--- config.mk ---
export PLATFORM = sky130hd
export DESIGN_NAME = rv_control_unit
export DESIGN_NICKNAME = d
export VERILOG_FILES = /design/src/rtl/rv_control_unit.sv
export SDC_FILE = /design/constraint.sdc
export NUM_CORES = 1
export LEC_CHECK = 0
export BUFFER_PORTS_ARGS = -buffer_cell sky130_fd_sc_hd__buf_2
export CAP_MARGIN = 20
export CORE_ASPECT_RATIO = 1.25
export CORE_MARGIN = 2
export CORE_UTILIZATION = 57
export DETAILED_ROUTE_END_ITERATION = 10
export PLACE_DENSITY = 0.93
export SYNTH_ARGS = -nofsm -noshare
export SYNTH_HDL_FRONTEND = slang
export SYNTH_SLANG_ARGS = --single-unit
--- constraint.sdc ---
create_clock -name clk_i -period 3.9 [get_ports clk_i]
set_clock_uncertainty 0.05 [all_clocks]
set_input_delay 0.78 -clock clk_i [delete_from_list [all_inputs] [get_ports clk_i]]
set_output_delay 0.78 -clock clk_i [all_outputs]
set_load 0.05 [all_outputs]
--- src/rtl/rv_control_unit.sv ---
`default_nettype none
// ============================================================================
// Module   : rv_control_unit
// Purpose  : Multi-cycle FETCH/DECODE/EXECUTE/MEMORY/WRITEBACK sequencer for
//            the RV32I softcore. It classifies the decoded opcode, drives the
//            datapath strobes and selects, handshakes with instruction and
//            data memory, traps on illegal encodings and counts retirements.
// Revision : 1.0 - initial release
// ============================================================================
module rv_control_unit #(
  parameter int RETIRE_W = 32
) (
  input  logic                clk_i,
  input  logic                rst_i,
  input  logic [6:0]          opcode_i,
  input  logic [2:0]          funct3_i,
  input  logic                branch_taken_i,
  output logic                imem_req_o,
  input  logic                imem_ready_i,
  output logic                ir_we_o,
  output logic                dmem_req_o,
  output logic                dmem_we_o,
  input  logic                dmem_ready_i,
  output logic                alu_src_a_o,
  output logic                alu_src_b_o,
  output logic [2:0]          imm_sel_o,
  output logic                rf_we_o,
  output logic [1:0]          wb_sel_o,
  output logic                pc_we_o,
  output logic [1:0]          pc_sel_o,
  output logic                trap_o,
  output logic [2:0]          state_o,
  output logic [RETIRE_W-1:0] retired_o
);

  // Major opcode encodings of the RV32I base set
  localparam logic [6:0] OPC_LUI    = 7'b0110111;
  localparam logic [6:0] OPC_AUIPC  = 7'b0010111;
  localparam logic [6:0] OPC_JAL    = 7'b1101111;
  localparam logic [6:0] OPC_JALR   = 7'b1100111;
  localparam logic [6:0] OPC_BRANCH = 7'b1100011;
  localparam logic [6:0] OPC_LOAD   = 7'b0000011;
  localparam logic [6:0] OPC_STORE  = 7'b0100011;
  localparam logic [6:0] OPC_OPIMM  = 7'b0010011;
  localparam logic [6:0] OPC_OP     = 7'b0110011;
  localparam logic [6:0] OPC_FENCE  = 7'b0001111;

  // Immediate select codes
  localparam logic [2:0] IMM_I = 3'b000;
  localparam logic [2:0] IMM_S = 3'b001;
  localparam logic [2:0] IMM_B = 3'b010;
  localparam logic [2:0] IMM_U = 3'b011;
  localparam logic [2:0] IMM_J = 3'b100;

  // Writeback source codes
  localparam logic [1:0] WB_ALU  = 2'b00;
  localparam logic [1:0] WB_LOAD = 2'b01;
  localparam logic [1:0] WB_PC4  = 2'b10;
  localparam logic [1:0] WB_UIMM = 2'b11;

  // Next-PC source codes
  localparam logic [1:0] PC_PLUS4 = 2'b00;
  localparam logic [1:0] PC_IMM   = 2'b01;
  localparam logic [1:0] PC_ALU   = 2'b10;

  typedef enum logic [2:0] {
    ST_FETCH     = 3'd0,
    ST_DECODE    = 3'd1,
    ST_EXECUTE   = 3'd2,
    ST_MEMORY    = 3'd3,
    ST_WRITEBACK = 3'd4,
    ST_HALT      = 3'd7
  } state_e;

  // Instruction class latched in DECODE; CL_NONE is the reset value
  typedef enum logic [3:0] {
    CL_NONE   = 4'd0,
    CL_LUI    = 4'd1,
    CL_AUIPC  = 4'd2,
    CL_JAL    = 4'd3,
    CL_JALR   = 4'd4,
    CL_BRANCH = 4'd5,
    CL_LOAD   = 4'd6,
    CL_STORE  = 4'd7,
    CL_OPIMM  = 4'd8,
    CL_OP     = 4'd9,
    CL_FENCE  = 4'd10
  } class_e;

  state_e                state_q, state_d;
  class_e                class_q, class_d;
  logic                  trap_q, trap_d;
  logic [RETIRE_W-1:0]   retired_q, retired_d;

  class_e                dec_class;
  logic                  dec_legal;

  // Classify the decoder fields and flag reserved funct3 combinations
  always_comb begin
    dec_class = CL_NONE;
    dec_legal = 1'b0;
    unique case (opcode_i)
      OPC_LUI:    begin dec_class = CL_LUI;    dec_legal = 1'b1; end
      OPC_AUIPC:  begin dec_class = CL_AUIPC;  dec_legal = 1'b1; end
      OPC_JAL:    begin dec_class = CL_JAL;    dec_legal = 1'b1; end
      OPC_JALR:   begin dec_class = CL_JALR;   dec_legal = (funct3_i == 3'b000); end
      OPC_BRANCH: begin
        dec_class = CL_BRANCH;
        dec_legal = (funct3_i != 3'b010) && (funct3_i != 3'b011);
      end
      OPC_LOAD:   begin
        dec_class = CL_LOAD;
        dec_legal = (funct3_i != 3'b011) && (funct3_i < 3'b110);
      end
      OPC_STORE:  begin dec_class = CL_STORE;  dec_legal = (funct3_i < 3'b011); end
      OPC_OPIMM:  begin dec_class = CL_OPIMM;  dec_legal = 1'b1; end
      OPC_OP:     begin dec_class = CL_OP;     dec_legal = 1'b1; end
      OPC_FENCE:  begin dec_class = CL_FENCE;  dec_legal = 1'b1; end
      default:    begin dec_class = CL_NONE;   dec_legal = 1'b0; end
    endcase
  end

  // Sequencer: next state, class latch, trap flag and handshake/strobe outputs
  always_comb begin
    state_d    = state_q;
    class_d    = class_q;
    trap_d     = trap_q;
    imem_req_o = 1'b0;
    ir_we_o    = 1'b0;
    dmem_req_o = 1'b0;
    dmem_we_o  = 1'b0;
    rf_we_o    = 1'b0;
    wb_sel_o   = WB_ALU;
    pc_we_o    = 1'b0;
    pc_sel_o   = PC_PLUS4;

    case (state_q)
      ST_FETCH: begin
        imem_req_o = 1'b1;
        if (imem_ready_i) begin
          ir_we_o = 1'b1;
          state_d = ST_DECODE;
        end
      end

      ST_DECODE: begin
        if (!dec_legal) begin
          trap_d  = 1'b1;
          class_d = CL_NONE;
          state_d = ST_HALT;
        end else begin
          class_d = dec_class;
          if (dec_class == CL_FENCE) begin
            // FENCE has no ordering work in this core; retire it as a NOP
            pc_we_o  = 1'b1;
            pc_sel_o = PC_PLUS4;
            state_d  = ST_FETCH;
          end else begin
            state_d = ST_EXECUTE;
          end
        end
      end

      ST_EXECUTE: begin
        case (class_q)
          CL_BRANCH: begin
            pc_we_o  = 1'b1;
            pc_sel_o = branch_taken_i ? PC_IMM : PC_PLUS4;
            state_d  = ST_FETCH;
          end
          CL_LOAD, CL_STORE: state_d = ST_MEMORY;
          default:           state_d = ST_WRITEBACK;
        endcase
      end

      ST_MEMORY: begin
        dmem_req_o = 1'b1;
        dmem_we_o  = (class_q == CL_STORE);
        if (dmem_ready_i) begin
          if (class_q == CL_STORE) begin
            pc_we_o  = 1'b1;
            pc_sel_o = PC_PLUS4;
            state_d  = ST_FETCH;
          end else begin
            state_d = ST_WRITEBACK;
          end
        end
      end

      ST_WRITEBACK: begin
        rf_we_o = 1'b1;
        pc_we_o = 1'b1;
        case (class_q)
          CL_LOAD:          wb_sel_o = WB_LOAD;
          CL_JAL, CL_JALR:  wb_sel_o = WB_PC4;
          CL_LUI:           wb_sel_o = WB_UIMM;
          default:          wb_sel_o = WB_ALU;
        endcase
        case (class_q)
          CL_JAL:  pc_sel_o = PC_IMM;
          CL_JALR: pc_sel_o = PC_ALU;
          default: pc_sel_o = PC_PLUS4;
        endcase
        state_d = ST_FETCH;
      end

      ST_HALT: begin
        // Only reset leaves HALT; every strobe stays low
        state_d = ST_HALT;
      end

      default: begin
        // Unused encodings fall back to a fresh fetch
        state_d = ST_FETCH;
      end
    endcase
  end

  // ALU operand and immediate selects, held from EXECUTE through WRITEBACK
  always_comb begin
    alu_src_a_o = 1'b0;
    alu_src_b_o = 1'b0;
    imm_sel_o   = IMM_I;
    if ((state_q == ST_EXECUTE) || (state_q == ST_MEMORY) ||
        (state_q == ST_WRITEBACK)) begin
      case (class_q)
        CL_OPIMM, CL_LOAD, CL_JALR: begin
          alu_src_b_o = 1'b1;
          imm_sel_o   = IMM_I;
        end
        CL_STORE: begin
          alu_src_b_o = 1'b1;
          imm_sel_o   = IMM_S;
        end
        CL_AUIPC: begin
          alu_src_a_o = 1'b1;
          alu_src_b_o = 1'b1;
          imm_sel_o   = IMM_U;
        end
        CL_BRANCH: imm_sel_o = IMM_B;
        CL_JAL:    imm_sel_o = IMM_J;
        CL_LUI:    imm_sel_o = IMM_U;
        default: begin
          alu_src_a_o = 1'b0;
          alu_src_b_o = 1'b0;
          imm_sel_o   = IMM_I;
        end
      endcase
    end
  end

  // Every retirement coincides with exactly one PC write
  always_comb begin
    retired_d = retired_q;
    if (pc_we_o) begin
      retired_d = retired_q + RETIRE_W'(1);
    end
  end

  // State, class, trap and retire-count registers
  always_ff @(posedge clk_i) begin
    if (rst_i) begin
      state_q   <= ST_FETCH;
      class_q   <= CL_NONE;
      trap_q    <= 1'b0;
      retired_q <= '0;
    end else begin
      state_q   <= state_d;
      class_q   <= class_d;
      trap_q    <= trap_d;
      retired_q <= retired_d;
    end
  end

  assign trap_o    = trap_q;
  assign state_o   = state_q;
  assign retired_o = retired_q;

endmodule
`default_nettype wire

==> flow_metrics.py <==
metrics = {
    "sta": {
        "hold-worst-slack_ps": 418,
        "hold_viol_final": 0,
        "rsz0062_at_grt": "false",
        "tightest_slew_ps": 740,
        "setup-tns-final_ps": 0,
        "finalSetupViolCount": 0,
        "max_slew_margin_pct": 50.4,
        "drv_slew": 0,
        "min_period_over_period_pct": 86.7,
        "fmax_mhz": 296,
        "fin_crit_ps": 3380,
    },
    "worst_setup_path": {
        "critical_path.slowest_cell": "dfxtp_1",
        "cp.required_ps": 3070,
        "path_cells": "or3b_1 > o41ai_4 > nor3_2 > inv_2 > buf_2",
        "endpoint_kind": "output port",
        "path_max_fanout": 16,
        "path_class": "register to output port",
        "slowest_delay_ps": 660,
        "worstPathArrival_ps": 2550,
        "r2r_slack_ps": 1320,
        "worstSetupStartpointType": "register",
    },
    "power": {
        "leakagePower_uw": 0.00115,
        "p_per_area_nw_per_um2": 414,
        "peakVddDrop_mv": 0.319,
    },
    "yosys": {
        "netlist_area_um2": 2500,
        "synthMuxAreaShare_pct": 0,
        "ys_ff_latch": 40,
        "synth_fp_nets": 337,
        "synth_xor_area_share_pct": 1.75,
        "synth_fa_ha_area_share_pct": 0.501,
        "synthSimpleGateAreaFrac_pct": 31.3,
        "synth_top_family_by_area": "simple AND/OR/NAND/NOR gates",
        "syn_inst": 321,
        "ys_types": 55,
        "synth_ff_type": "dfxtp_1",
        "seq_area_frac_synth_pct": 32.1,
        "synth_edf_count": 0,
        "async_reset_ff_share_pct": 0,
        "avgSynthCellArea_um2": 7.78,
        "synth_compound_area_share_pct": 27.6,
        "yosysWarnings": 0,
    },
    "route": {
        "drt-vias-per-instance": 6.39,
        "wl_um": 6580,
        "drc_errors": 0,
        "drt_iter0_drc": 203,
        "num_vias": 2769,
        "wire_per_inst_um": 15.2,
        "firstDrtPassIters": 5,
        "drtAntennaViolNets": 0,
    },
    "job": {
        "maxCapViolCount": 0,
    },
    "die": {
        "start_util_pct": 59.9,
        "io-pin-count": 66,
        "num_rows": 26,
        "die_y_um": 78.0,
        "die_w_um": 63.2,
        "core_um2": 4160,
        "die-area_um2": 4930,
    },
    "clock_tree": {
        "cts.sinks": 40,
        "numCtsBuffers": 5,
        "cts_root_buf": "clkbuf_8",
        "ctsHoldBuffers": 0,
        "path_clk_slew_ps": 70,
        "postCtsSetupRepairBufs": 0,
        "cts.path.max_buffers": 2,
        "htreeDepth": 2,
        "cts_tree": "yes",
        "post_cts_resized": 0,
        "insertion_delay_ps": 290,
    },
    "finish": {
        "multi_input_area_um2": 1530,
        "drive_gt1_share_pct": 22.5,
        "post-route-cell-area_um2": 2940,
        "nets": 393,
        "syn2layout_area_growth_pct": 17.8,
        "fin_util_pct": 70.6,
        "register_area_um2": 801,
        "antennaDiodeCount": 0,
        "nFillCells": 371,
    },
    "place": {
        "dp_hpwl_um": 4460,
        "place_congestion": 0.880,
        "place_area_um2": 2810,
        "port_buffers": 65,
    },
    "global_routing": {
        "antenna_found_initial": 0,
        "grt_pass1_wl_um": 11400,
        "grt-ovfl-total": 0,
        "grt_max_degree": 43,
        "grt_use_total_pct": 28.3,
        "first_global_vias": 2521,
    },
    "worst_hold_path": {
        "hold_class": "register to register",
    },
    "status": {
        "status": "finished clean",
    },
}
-- synth_stat cells (2+ instances only) --
cell	count	area share (%)
a21oi_1	42	8.4
dfxtp_1	40	32
nand2_1	27	4.1
inv_1	19	2.9
o31ai_1	18	5.4
nor2_1	17	2.6
or4_1	16	4.8
o21ai_0	12	2.4
or3_1	11	2.8
clkbuf_1	9	1.4
nand3_1	9	1.8
nor3_1	9	1.8
and3_1	8	2.0
buf_2	6	1.2
nand4_1	6	1.5
nand2b_1	5	1.3
nor4_1	5	1.3
o21ai_1	5	1.0
a31oi_1	4	1.0
o31ai_2	3	1.5
o41ai_1	3	1.1
xnor2_1	3	1.1
a21o_1	2	0.60
a32o_1	2	0.80
and4_1	2	0.70
buf_6	2	0.90
nand3b_1	2	0.60
nor3b_1	2	0.60
nor4b_1	2	0.70
o32ai_1	2	0.70
or3b_1	2	0.70
or4b_1	2	0.80
xor2_1	2	0.70
-- sequential cells by signal (all words and copies together) (netlist names) --
name	flops
retired_o	32
class_q	4
state_o	3
trap_o	1
-- power by group --
part | internal (uW) | leakage [uW] | switching (uW)
sequential | 426 | 0.000323 | 44.5
combinational | 95.7 | 0.000761 | 255
clock | 252 | 0.0000642 | 143
total | 774 | 0.00115 | 443
-- layout make-up --
| class | instances | share of cell area, % |
|---|---|---|
| inverter | 20 | 2.55 |
| sequential | 40 | 27.2 |
| clock buffer | 5 | 2.34 |
| multi-input combinational | 243 | 51.9 |
| timing repair buffer | 67 | 11.6 |
| clock inverter | 2 | 2.04 |
| tap | 56 | 2.38 |
-- layout by cell type, fill, tap and decap left out, types with 2 or more instances in the layout --
| cell type | netlist | final |
|---|---|---|
| a32o_1 | 2 | 2 |
| or4b_1 | 2 | 2 |
| o31ai_1 | 18 | 18 |
| o21ai_0 | 12 | 12 |
| a31oi_1 | 4 | 4 |
| or4_1 | 16 | 16 |
| inv_1 | 19 | 19 |
| nand3b_1 | 2 | 2 |
| o32ai_1 | 2 | 2 |
| nor2_1 | 17 | 17 |
| nand3_1 | 9 | 9 |
| o31ai_2 | 3 | 3 |
| nor3_1 | 9 | 9 |
| or3b_1 | 2 | 2 |
| and4_1 | 2 | 2 |
| nor4b_1 | 2 | 2 |
| xnor2_1 | 3 | 3 |
| or3_1 | 11 | 11 |
| o41ai_1 | 3 | 3 |
| nand2_1 | 27 | 27 |
| a21o_1 | 2 | 2 |
| nand2b_1 | 5 | 5 |
| buf_2 | 6 | 65 |
| dfxtp_1 | 40 | 40 |
| clkbuf_8 | 0 | 5 |
| bufinv_16 | 0 | 2 |
| and3_1 | 8 | 8 |
| nor4_1 | 5 | 5 |
| a21oi_1 | 42 | 42 |
| nand4_1 | 6 | 6 |
| o21ai_1 | 5 | 5 |
| nor3b_1 | 2 | 2 |
| xor2_1 | 2 | 2 |
| buf_4 | 1 | 2 |
-- critical path, delay by kind of cell, from the launching register on --
family                 cells  cell delay, ps
AND/OR/NAND/NOR            2             970
flip-flops                 1             660
buffers and inverters      2             420
AO/OA/AOI/OAI              1             200
-- cells by family after synthesis --
group / after synthesis
buf+inv: 38
xor+xnor: 5
compound gates: 104
flops: 40
fa+ha+maj: 1
simple gates: 133
-- layer usage --
layer | global-route usage, % | vias up | wire (um) | share of wire, %
li1 | - | 1332 | - | -
met1 | 33.6 | 1291 | 2660 | 40
met2 | 48.2 | 117 | 3290 | 50
met3 | 5.65 | 29 | 402 | 6.1
met4 | 14.1 | 0 | 226 | 3.4
met5 | 0 | - | 0 | 0
-- path summary, 6_finish.rpt --
check                       end  cells past startpoint  startpoint
setup / recovery        pc_we_o                      5  state_o[0]
hold / removal           trap_o                      2      trap_o
setup reg to reg  retired_o[11]                      5  state_o[0]
hold reg to reg          trap_o                      2      trap_o
-- stage by stage --
stage	cells	setup WS [ps]	total power, uW
finish	433	520	1220
global route	433	324	1270
CTS	433	571	1210
detailed placement	426	707	820
global placement	426	763	813
floorplan	321	211	749
No activity file was read; power rests on OpenSTA's default activity.
